===== config.mk =====
export PLATFORM = sky130hd
export DESIGN_NAME = deserializer_flat
export DESIGN_NICKNAME = d
export VERILOG_FILES = /design/src/rtl/serial_pkg.sv /design/src/rtl/deserializer_if.sv /design/src/rtl/deserializer.sv /design/src/flat_wrapper.sv
export SDC_FILE = /design/constraint.sdc
export NUM_CORES = 1
export LEC_CHECK = 0
export BUFFER_PORTS_ARGS = -buffer_cell sky130_fd_sc_hd__buf_2
export CORE_UTILIZATION = 45
export DETAILED_ROUTE_END_ITERATION = 6
export PLACE_DENSITY_LB_ADDON = 0.08
export SETUP_SLACK_MARGIN = 0.5
export SYNTH_ARGS = -nofsm -noshare
export SYNTH_HDL_FRONTEND = slang
export SYNTH_SLANG_ARGS = --single-unit
export TNS_END_PERCENT = 50

===== constraint.sdc =====
create_clock -name clk_i -period 2.27 [get_ports clk_i]
set_input_delay 0.454 -clock clk_i [delete_from_list [all_inputs] [get_ports clk_i]]
set_output_delay 0.454 -clock clk_i [all_outputs]
set_load 0.02 [all_outputs]

===== src/rtl/serial_pkg.sv =====
// Shared definitions for the serializer/deserializer pair: receiver states and
// the minimum frame length below which a frame is rejected.
package serial_pkg;

  typedef enum logic {
    IDLE_S = 1'b0,
    RECV_S = 1'b1
  } state_t;

  localparam int MIN_FRAME_BITS = 3;

endpackage


===== src/rtl/deserializer_if.sv =====
// Serial-in / parallel-out bus between a bit source (master) and the deserializer (slave).
interface deserializer_if #(
  parameter int DATA_BUS_WIDTH = 16,
  parameter int DATA_MOD_WIDTH = 4
);

  logic                      ser_data_i;
  logic                      ser_data_val_i;
  logic [DATA_BUS_WIDTH-1:0] deser_data_o;
  logic [DATA_MOD_WIDTH-1:0] deser_data_mod_o;
  logic                      deser_data_val_o;
  logic                      deser_err_o;

  modport master (
    output ser_data_i,
    output ser_data_val_i,
    input  deser_data_o,
    input  deser_data_mod_o,
    input  deser_data_val_o,
    input  deser_err_o
  );

  modport slave (
    input  ser_data_i,
    input  ser_data_val_i,
    output deser_data_o,
    output deser_data_mod_o,
    output deser_data_val_o,
    output deser_err_o
  );

endinterface


===== src/rtl/deserializer.sv =====
// Rebuilds MSB-first serial frames into left-aligned parallel words with a bit count;
// frames of 1 or 2 bits are dropped and flagged with an error pulse.
module deserializer
  import serial_pkg::*;
#(
  parameter int DATA_BUS_WIDTH = 16,
  parameter int DATA_MOD_WIDTH = 4
) (
  input  logic          clk_i,
  input  logic          rst_n_i,
  deserializer_if.slave bus
);

  localparam int CNT_W = $clog2(DATA_BUS_WIDTH + 1);
  localparam logic [CNT_W-1:0] FULL_CNT = CNT_W'(DATA_BUS_WIDTH);
  localparam logic [CNT_W-1:0] LAST_CNT = CNT_W'(DATA_BUS_WIDTH - 1);
  localparam logic [CNT_W-1:0] MIN_CNT  = CNT_W'(MIN_FRAME_BITS);
  localparam logic [DATA_BUS_WIDTH-1:0] MSB_MASK = {1'b1, {(DATA_BUS_WIDTH-1){1'b0}}};

  state_t                    state, state_next;
  logic [DATA_BUS_WIDTH-1:0] shift, shift_next;
  logic [CNT_W-1:0]          count, count_next;
  logic [DATA_BUS_WIDTH-1:0] slot;
  logic [DATA_BUS_WIDTH-1:0] data_next;
  logic [DATA_MOD_WIDTH-1:0] mod_next;
  logic                      val_next;
  logic                      err_next;

  always_ff @(posedge clk_i or negedge rst_n_i) begin
    if (!rst_n_i) begin
      state <= IDLE_S;
    end else begin
      state <= state_next;
    end
  end

  // count == FULL_CNT in RECV_S marks the cycle right after a full word was emitted
  always_comb begin
    state_next = state;
    shift_next = shift;
    count_next = count;
    data_next  = bus.deser_data_o;
    mod_next   = bus.deser_data_mod_o;
    val_next   = 1'b0;
    err_next   = 1'b0;
    slot       = bus.ser_data_i ? (MSB_MASK >> count) : '0;
    case (state)
      IDLE_S: begin
        if (bus.ser_data_val_i) begin
          state_next = RECV_S;
          shift_next = bus.ser_data_i ? MSB_MASK : '0;
          count_next = CNT_W'(1);
        end
      end
      RECV_S: begin
        if (bus.ser_data_val_i) begin
          if (count == FULL_CNT) begin
            shift_next = bus.ser_data_i ? MSB_MASK : '0;
            count_next = CNT_W'(1);
          end else begin
            shift_next = shift | slot;
            count_next = count + CNT_W'(1);
            if (count == LAST_CNT) begin
              val_next  = 1'b1;
              data_next = shift_next;
              mod_next  = count_next[DATA_MOD_WIDTH-1:0];
            end
          end
        end else begin
          state_next = IDLE_S;
          count_next = '0;
          if (count != FULL_CNT) begin
            if (count >= MIN_CNT) begin
              val_next  = 1'b1;
              data_next = shift;
              mod_next  = count[DATA_MOD_WIDTH-1:0];
            end else begin
              err_next = 1'b1;
            end
          end
        end
      end
      default: begin
        state_next = state_t'('x);
        shift_next = 'x;
        count_next = 'x;
        data_next  = 'x;
        mod_next   = 'x;
        val_next   = 1'bx;
        err_next   = 1'bx;
      end
    endcase
  end

  always_ff @(posedge clk_i or negedge rst_n_i) begin
    if (!rst_n_i) begin
      shift <= '0;
      count <= '0;
    end else begin
      shift <= shift_next;
      count <= count_next;
    end
  end

  // Data and mod hold their last emitted value; only the pulses return to 0
  always_ff @(posedge clk_i or negedge rst_n_i) begin
    if (!rst_n_i) begin
      bus.deser_data_o     <= '0;
      bus.deser_data_mod_o <= '0;
      bus.deser_data_val_o <= 1'b0;
      bus.deser_err_o      <= 1'b0;
    end else begin
      bus.deser_data_o     <= data_next;
      bus.deser_data_mod_o <= mod_next;
      bus.deser_data_val_o <= val_next;
      bus.deser_err_o      <= err_next;
    end
  end

endmodule


===== src/flat_wrapper.sv =====
// flat-port wrapper written by rule: the top's interface ports become plain ports
module deserializer_flat import serial_pkg::*;
#(
  parameter int DATA_BUS_WIDTH = 16,
  parameter int DATA_MOD_WIDTH = 4
)
  (clk_i, rst_n_i, bus_ser_data_i, bus_ser_data_val_i, bus_deser_data_o, bus_deser_data_mod_o, bus_deser_data_val_o, bus_deser_err_o);
  deserializer_if #(.DATA_BUS_WIDTH(DATA_BUS_WIDTH), .DATA_MOD_WIDTH(DATA_MOD_WIDTH)) bus_i ();
  input  logic clk_i;
  input  logic rst_n_i;
  input wire logic [$bits(bus_i.ser_data_i)-1:0] bus_ser_data_i;
  input wire logic [$bits(bus_i.ser_data_val_i)-1:0] bus_ser_data_val_i;
  output wire logic [$bits(bus_i.deser_data_o)-1:0] bus_deser_data_o;
  output wire logic [$bits(bus_i.deser_data_mod_o)-1:0] bus_deser_data_mod_o;
  output wire logic [$bits(bus_i.deser_data_val_o)-1:0] bus_deser_data_val_o;
  output wire logic [$bits(bus_i.deser_err_o)-1:0] bus_deser_err_o;
  assign bus_i.ser_data_i = bus_ser_data_i;
  assign bus_i.ser_data_val_i = bus_ser_data_val_i;
  assign bus_deser_data_o = bus_i.deser_data_o;
  assign bus_deser_data_mod_o = bus_i.deser_data_mod_o;
  assign bus_deser_data_val_o = bus_i.deser_data_val_o;
  assign bus_deser_err_o = bus_i.deser_err_o;
  deserializer #(.DATA_BUS_WIDTH(DATA_BUS_WIDTH), .DATA_MOD_WIDTH(DATA_MOD_WIDTH)) u_core (.clk_i(clk_i), .rst_n_i(rst_n_i), .bus(bus_i));
endmodule

* Word-level counts from Yosys, hierarchy flattened
Cells that the tools add are included.
Storage, ports and cells: bits in registers 44, output and inout bits 22, logic and storage cells 54, input port bits 4
Cells by class: bitwise gates (word level) 2, mux-type cells 31, equality and inequality tests 7, reductions and logical operators 4, $lt $le $gt $ge 1, $add $sub $neg 1, shift-type cells 1
Operator list (number):
- $mux W16 | 10
- $pmux W16 S2 | 1
- $mux W4 | 5
- $or A16 B16 Y16 | 1
- $shr A16 B5 Y16 const A | 1
- $mux W5 | 3
- $mux W1 | 11
- $pmux W5 S2 | 1
- $ne A2 B2 Y1 const B | 3
- $add A5 B1 Y5 const B | 1
- $eq A5 B4 Y1 const B | 1
- $eq A5 B5 Y1 const B | 1
- $ge A5 B2 Y1 const B | 1
- $ne A5 B5 Y1 const B | 1
- $reduce_and A5 Y1 | 1
- $reduce_bool A2 Y1 | 2
- $ne A2 B1 Y1 const B | 1
- $reduce_and A2 Y1 | 1
- $not A1 Y1 | 1

* Depth between registers and ports, before layout
Gate-level depths: netlist (run 1).
word-level depth 6, mapped depth 8, depth with buffers taken out 6

* Least setup slack after synthesis (run 1)
Ideal clock, no wire load.
path kind register to register, from register u_core.count[2], to register u_core.bus.deser_data_mod_o[1], slack 95 ps, arrival time 2050 ps, setup time 125 ps, cell stages (with the launch flop) 9, path buffers 3, data required time 2145 ps, clock period less this slack 2175 ps, cell sequence dfrtp_1 -> clkbuf_1 -> clkbuf_1 -> and3_1 -> ha_1 -> nor2b_1 -> nor3_4 -> buf_6 -> mux2_4
On the way: word-level cells in the longest chain between the ends 3, elaborated cells on any way between the ends 9
RTL lines:
- start: declaration | RTL line deserializer.sv:22 | logic [CNT_W-1:0] count, count_next;
- start signal: assignment | RTL line deserializer.sv:101 | count <= count_next;
- $ge A5 B2 Y1, or another cell as far along | RTL line deserializer.sv:73 | if (count >= MIN_CNT) begin
- $reduce_bool A2 Y1 (no line), or another cell as far along
- $reduce_and A5 Y1 (no line) (*)
- end signal: assignment | RTL line deserializer.sv:114 | bus.deser_data_mod_o <= mod_next;
- end: declaration | RTL line deserializer_if.sv:27 | output deser_data_mod_o,
Mark *: on every way between the ends. The rest lies on a longest branch, timed or not. A chain may end at the register's enable or synchronous reset.

* Worst setup path in the final report (run 1)
from register u_core.count[0], to register u_core.bus.deser_data_mod_o[0]
On the way: word-level cells in the longest chain between the ends 4, elaborated cells on any way between the ends 15
RTL lines:
- $add A5 B1 Y5 | RTL line deserializer.sv:62 | count_next = count + CNT_W'(1);
- $mux W4 | RTL line deserializer.sv:63 | if (count == LAST_CNT) begin
- $mux W4 | RTL line deserializer.sv:57 | if (count == FULL_CNT) begin
- $mux W4 | RTL line deserializer.sv:56 | if (bus.ser_data_val_i) begin
Several ways; a longest one is shown, not always the timed one. The select of a mux whose other input is x is not followed.

==> impl_metrics.yaml, run 1 <==
timing:
  maxSlewHeadroom_pct: 62.8
  slew_viol_final: 0
  period_share_pct: 80.3
  setup_viol: 0
  tns_ns: 0
  worst_pin_slew_ns: 0.559
  hold_ws_ns: 0.0390
  grt_setup_unrepaired: "true"
  finClkSkew_ns: 0.00724
  timing.fmax_mhz: 549
  hold_viol_final: 0
  fin_crit_ns: 1.82
cells_and_area:
  fillers: 374
  final_area_um2: 2550
  fin_cells: 282
  layout-drive-gt1-share_pct: 32.2
  nets: 239
  diodes: 0
  area_growth_pct: 23.2
route:
  dr_total_vias: 1539
  remaining_drc_errors: 0
  first_pass_iters: 4
  drtIter0Drc: 83
  ant_nets: 0
  viasPerCell: 5.46
  avgRoutedWirePerCell_um: 16.3
  wirelength_um: 4590
logic_synthesis:
  synth_area_per_cell_um2: 11.0
  netlist_instances: 188
  yosys_warnings: 0
  synth.distinct_cells: 35
  syn-cell-area_um2: 2070
  synth_fp_nets: 198
  yosysSeqAreaShare_pct: 53.2
  ys.flop_type: "dfrtp_1"
  synth-edff-count: 0
  async_reset_ff_share_pct: 100
  ys_ff_latch: 44
clock_tree:
  cts_tree: "yes"
  root_buffer: "clkbuf_8"
  cts.hold.buffers_added: 0
  clock_latency_ns: 0.29
  htree_num_levels: 2
  clock-sinks: 44
  clk_pin_slew_ns: 0.08
  cts_buffer_depth: 2
  cts_inserted_buffers: 5
placed_design:
  portBuffers: 25
  post-place-cells: 260
  placed_cell_area_um2: 2270
  hpwl_um: 3040
  place_congestion: 0.910
die:
  core-area_um2: 4380
  initial_utilization_pct: 47.2
  die_x_um: 69.8
  rows: 24
  pin_count: 26
  die_h_um: 69.8
  die-area_um2: 4870
critical_path:
  cp.arrival_ns: 2.00
  worst-path-max-fanout: 5
  critPathLaunch: "u_core.count[0]"
  ff2ff_path_depth: 7
  crit_required_ns: 2.45
  cp-start-kind: "flip-flop"
  r2r-end: "u_core.bus.deser_data_mod_o[0]"
  rrSetupSlack_ns: 0.45
  critPathKind: "flip-flop to flip-flop"
  endpoint_kind: "flip-flop"
  timing.rr.start: "u_core.count[0]"
grt:
  grt_pass1_wl_um: 7510
  grt_use_total_pct: 19.8
  overflow: 0
  antenna_found_initial: 0
  grt_start_max_net_pins: 20
  first_global_vias: 1578
power_and_ir_drop:
  ir_drop_mv: 0.422
  p_per_area_nw_per_um2: 748
  leakagePower_nw: 1.21
job:
  cap_viol_max_count: 0
run_status:
  status: "completed"
worst_hold_path:
  min_path_type: "input port to async pin"
[repair_timing]
| action | CTS | global route |
|---|---|---|
| endpoints found under the setup margin | 31 | 22 |
| resized for setup | 9 | 5 |
| pin swaps | 0 | 1 |
| setup buffers | 6 | 8 |
[flip-flops by register name, summed over array words and instances (netlist names)]
| name | cells |
|---|---|
| u_core.bus.deser_data_o | 16 |
| u_core.shift | 16 |
| u_core.count | 5 |
| u_core.bus.deser_data_mod_o | 4 |
| u_core.bus.deser_data_val_o | 1 |
| u_core.bus.deser_err_o | 1 |
| u_core.state | 1 |
[worst max path at each step]
stage,to,cells past startpoint
6_report,u_core.bus.deser_data_mod_o[0],7
5_1_grt,u_core.bus.deser_data_mod_o[0],7
4_1_cts,u_core.bus.deser_data_mod_o[0],7
3_5_place_dp,u_core.bus.deser_data_mod_o[0],7
3_3_place_gp,u_core.bus.deser_data_mod_o[0],7
2_1_floorplan,u_core.bus.deser_data_mod_o[1],8
[cells by family (layout without fill, tap and decap cells)]
| logic type | Yosys count | count (layout) | synth area share, % |
|---|---|---|---|
| XOR/XNOR | 4 | 4 | 1.69 |
| buffers and inverters | 36 | 78 | 7.56 |
| AO/OA/AOI/OAI | 40 | 40 | 12.3 |
| AND/OR/NAND/NOR | 38 | 38 | 11.1 |
| flip-flops | 44 | 44 | 53.2 |
| adder cells (fa/ha/maj) | 6 | 6 | 3.63 |
| multiplexers | 20 | 20 | 10.5 |
[worst max-delay path, stage by stage (launching register included)]
cell and delay, ns:
dfrtp_2 0.45, inv_2 0.10, ha_4 0.18, nor4bb_4 0.15
nand2b_4 0.17, nor3_4 0.17, buf_6 0.16, mux2_2 0.33
[layer usage]
layer / GRT usage, % / wire [um] / vias to the layer above
met5: 0 / 0 / -
li1: - / - / 725
met1: 25.2 / 2010 / 765
met2: 33.1 / 2270 / 41
met3: 4.94 / 229 / 8
met4: 6.22 / 87 / 0
[synthesized netlist by cell type (3+ instances only)]
cell type  instances  share of area (%)
inv_1             23                4.2
dfrtp_1           44                 53
nand2_1            5               0.91
a41oi_1            6                2.5
nand2b_1           4                1.2
o22ai_1            4                1.2
buf_2              5                1.2
a21oi_1           10                2.4
a31oi_1           10                3.0
nor2b_1            4                1.2
nor2_1            15                2.7
ha_1               6                3.6
mux2_4             3                2.2
mux2i_1           16                7.7
o21ai_0            6                1.5
clkbuf_1           4               0.73
[metrics by stage]
| step | total power [W] | setup slack [ns] | utilization [%] |
|---|---|---|---|
| after floorplan | 0.00116 | 0.378 | - |
| after global placement | 0.00128 | 0.276 | 51.8 |
| after detailed placement | 0.00129 | 0.231 | 51.8 |
| after CTS | 0.00191 | 0.481 | 56.3 |
| after global routing | 0.00200 | 0.384 | 58.1 |
| final | 0.00191 | 0.448 | 58.1 |
[where the power goes]
part / internal (W) / total [W] / switching [W]
combinational: 0.000170 / 0.000412 / 0.000242
clock: 0.000327 / 0.000583 / 0.000257
sequential: 0.000859 / 0.000912 / 0.0000533
total: 0.00136 / 0.00191 / 0.000552
[layout make-up]
cell class / instances / area (um2) / area share (%)
Sequential cell: 44 / 1110 / 43.4
Multi-Input combinational cell: 108 / 873 / 34.3
Timing Repair Buffer: 47 / 310 / 12.2
Inverter: 23 / 86.3 / 3.39
Clock buffer: 6 / 72.6 / 2.85
Tap cell: 52 / 65.1 / 2.55
Clock inverter: 2 / 35.0 / 1.37
[layout by cell type, fill, tap and decap left out, types with 3 or more instances in the layout]
cell type / n
a21oi_1: 10
a31oi_1: 10
a41oi_1: 6
buf_2: 25
buf_4: 19
clkbuf_8: 5
dfrtp_1: 40
dfrtp_2: 4
ha_1: 3
ha_4: 3
inv_1: 21
mux2_4: 3
mux2i_1: 16
nand2_1: 5
nand2b_1: 3
nor2_1: 15
nor2b_1: 3
o21ai_0: 6
o22ai_1: 4
Power figures use the tool's default switching activity.
==> run 2: changes to the inputs <==
clock period = 1.5 ns   (was 2.27 ns; I/O delays follow)
==> impl_metrics.yaml, run 2 (synthesis results as in run 1) <==
run_status:
  status: "finished with violations"
  violations: "setup timing"
timing:
  grt_setup_unrepaired: "true"
  hold_ws_ns: 0.272
  finClkSkew_ns: 0.00841
  setup_viol: 39
  maxSlewHeadroom_pct: 76.6
  timing.fmax_mhz: 566
  slew_viol_final: 0
  hold_viol_final: 0
  worst_pin_slew_ns: 0.349
  setup_ws_ns: -0.267
  period_share_pct: 118
  fin_crit_ns: 1.77
grt:
  grt_pass1_wl_um: 8250
  grt_use_total_pct: 21.9
  gr-max-usage-layer: "met2"
  grt_use_met1_pct: 28.0
  groute.layer.met3.usage_pct: 4.22
  overflow: 0
  first_global_vias: 1696
  met2_usage_pct: 37.8
  grt_start_max_net_pins: 45
  antenna_found_initial: 0
critical_path:
  worst-path-max-fanout: 6
  endpoint_kind: "flip-flop"
  cp-start-kind: "flip-flop"
  critPathKind: "flip-flop to flip-flop"
  crit_required_ns: 1.68
  cp.arrival_ns: 1.94
die:
  initial_utilization_pct: 47.2
  die_h_um: 69.8
  rows: 24
  core-area_um2: 4380
  die-area_um2: 4870
  pin_count: 26
  die_x_um: 69.8
clock_tree:
  clk_pin_slew_ns: 0.08
  clock_latency_ns: 0.29
  htree_num_levels: 2
  cts_tree: "yes"
  root_buffer: "clkbuf_8"
  clock-sinks: 44
  cts_buffer_depth: 2
  cts_inserted_buffers: 5
power_and_ir_drop:
  seq_power_share_pct: 43.9
  switching_share_pct: 28.1
  p_switching_w: 0.000890
  power_frac_clock_pct: 29.6
  internal_power_w: 0.00228
  power_w: 0.00317
  ir_drop_mv: 0.702
  comb_power_share_pct: 26.4
  leakagePower_nw: 1.37
  p_per_area_nw_per_um2: 1040
route:
  drtIter0Drc: 81
  viasPerCell: 5.38
  avgRoutedWirePerCell_um: 16.4
  dr_total_vias: 1637
  wirelength_um: 4980
  first_pass_iters: 4
  remaining_drc_errors: 0
  ant_nets: 0
job:
  cap_viol_max_count: 0
cells_and_area:
  final_common_cell: "dfrtp_1"
  final_cell_mix: "dfrtp_1 (41), buf_4 (33), buf_6 (26)"
  top_regs: "u_core.bus.deser_data_o x16, u_core.shift x16, u_core.count x5"
  area_growth_pct: 47.8
  diodes: 0
  layout-drive-gt1-share_pct: 45.6
  nets: 261
placed_design:
  place_congestion: 0.916
  hpwl_um: 3140
  portBuffers: 25
worst_hold_path:
  min_path_type: "input port to flip-flop"
-- run 2: cell types whose count changed in the layout (fill, tap and decap cells not counted), moves of 10 or more --
cell    change
nor2_4     +10
nor2_1     -12
buf_2      -22
buf_6      +24
buf_4      +14
-- run 2: timing repair --
| item | 4_1_cts | 5_1_grt |
|---|---|---|
| resized for setup | 78 | 12 |
| hold endpoints to repair | 44 | 0 |
| setup buffers | 5 | 2 |
| pin swaps | 19 | 8 |
| cloned | 1 | 0 |
| setup endpoints to repair | 65 | 65 |
| hold buffers | 1 | 0 |
-- run 2: area by class of cell --
cell class                 count  area (um2)
tap                           52        65.1
sequential                    44        1100
fill                         312        1330
clock buffer                   6        82.6
inverter                      23        86.3
clock inverter                 2        38.8
multi-input combinational    108         986
timing repair buffer          69         693
-- run 2: metrics by stage --
step                      TNS (ns)  area [um2]  setup slack [ns]  utilization [%]  std cells
after global routing         -9.32        3060            -0.326             69.7        304
after global placement       -7.37        2520            -0.354             57.6        287
after detailed placement     -8.85        2520            -0.409             57.6        287
after CTS                    -6.27        2990            -0.263             68.2        302
final                        -7.03        3060            -0.267             69.7        304
after floorplan              -6.89        2120            -0.392                -        188
-- run 2: power by group through the flow --
stage | logic (W) | clock network (W) | registers (W)
4_1_cts | 0.000814 | 0.000958 | 0.00139
5_1_grt | 0.000900 | 0.00101 | 0.00141
6_report | 0.000837 | 0.000938 | 0.00139
3_3_place_gp | 0.000639 | 0 | 0.00139
2_1_floorplan | 0.000278 | 0 | 0.00149
3_5_place_dp | 0.000650 | 0 | 0.00139
-- run 2: worst max-delay path, stage by stage (launching register included) --
cell and delay (ns):
dfrtp_2 0.46, ha_2 0.21, and3_1 0.16, ha_1 0.18
nor2b_2 0.15, nor3_4 0.06, buf_12 0.14, mux2_4 0.29
-- run 2: final timing paths --
check                           depth (start not counted)  slack (ns)                              to            start
max in group asynchronous                               3        0.76                 u_core.count[2]          rst_n_i
worst max register to register                          7       -0.27  u_core.bus.deser_data_mod_o[1]  u_core.count[0]
min in group asynchronous                               3        0.51      u_core.bus.deser_data_o[9]          rst_n_i
worst max-delay path                                    7       -0.27  u_core.bus.deser_data_mod_o[1]  u_core.count[0]
worst min register to register                          1        0.52                 u_core.shift[5]  u_core.shift[5]
worst min-delay path                                    3        0.27                u_core.shift[15]   bus_ser_data_i
-- run 2: layer usage --
layer	vias to the layer above	share of wire, %
li1	772	-
met1	825	43
met2	33	53
met3	7	3.1
met4	0	0.96
met5	-	0
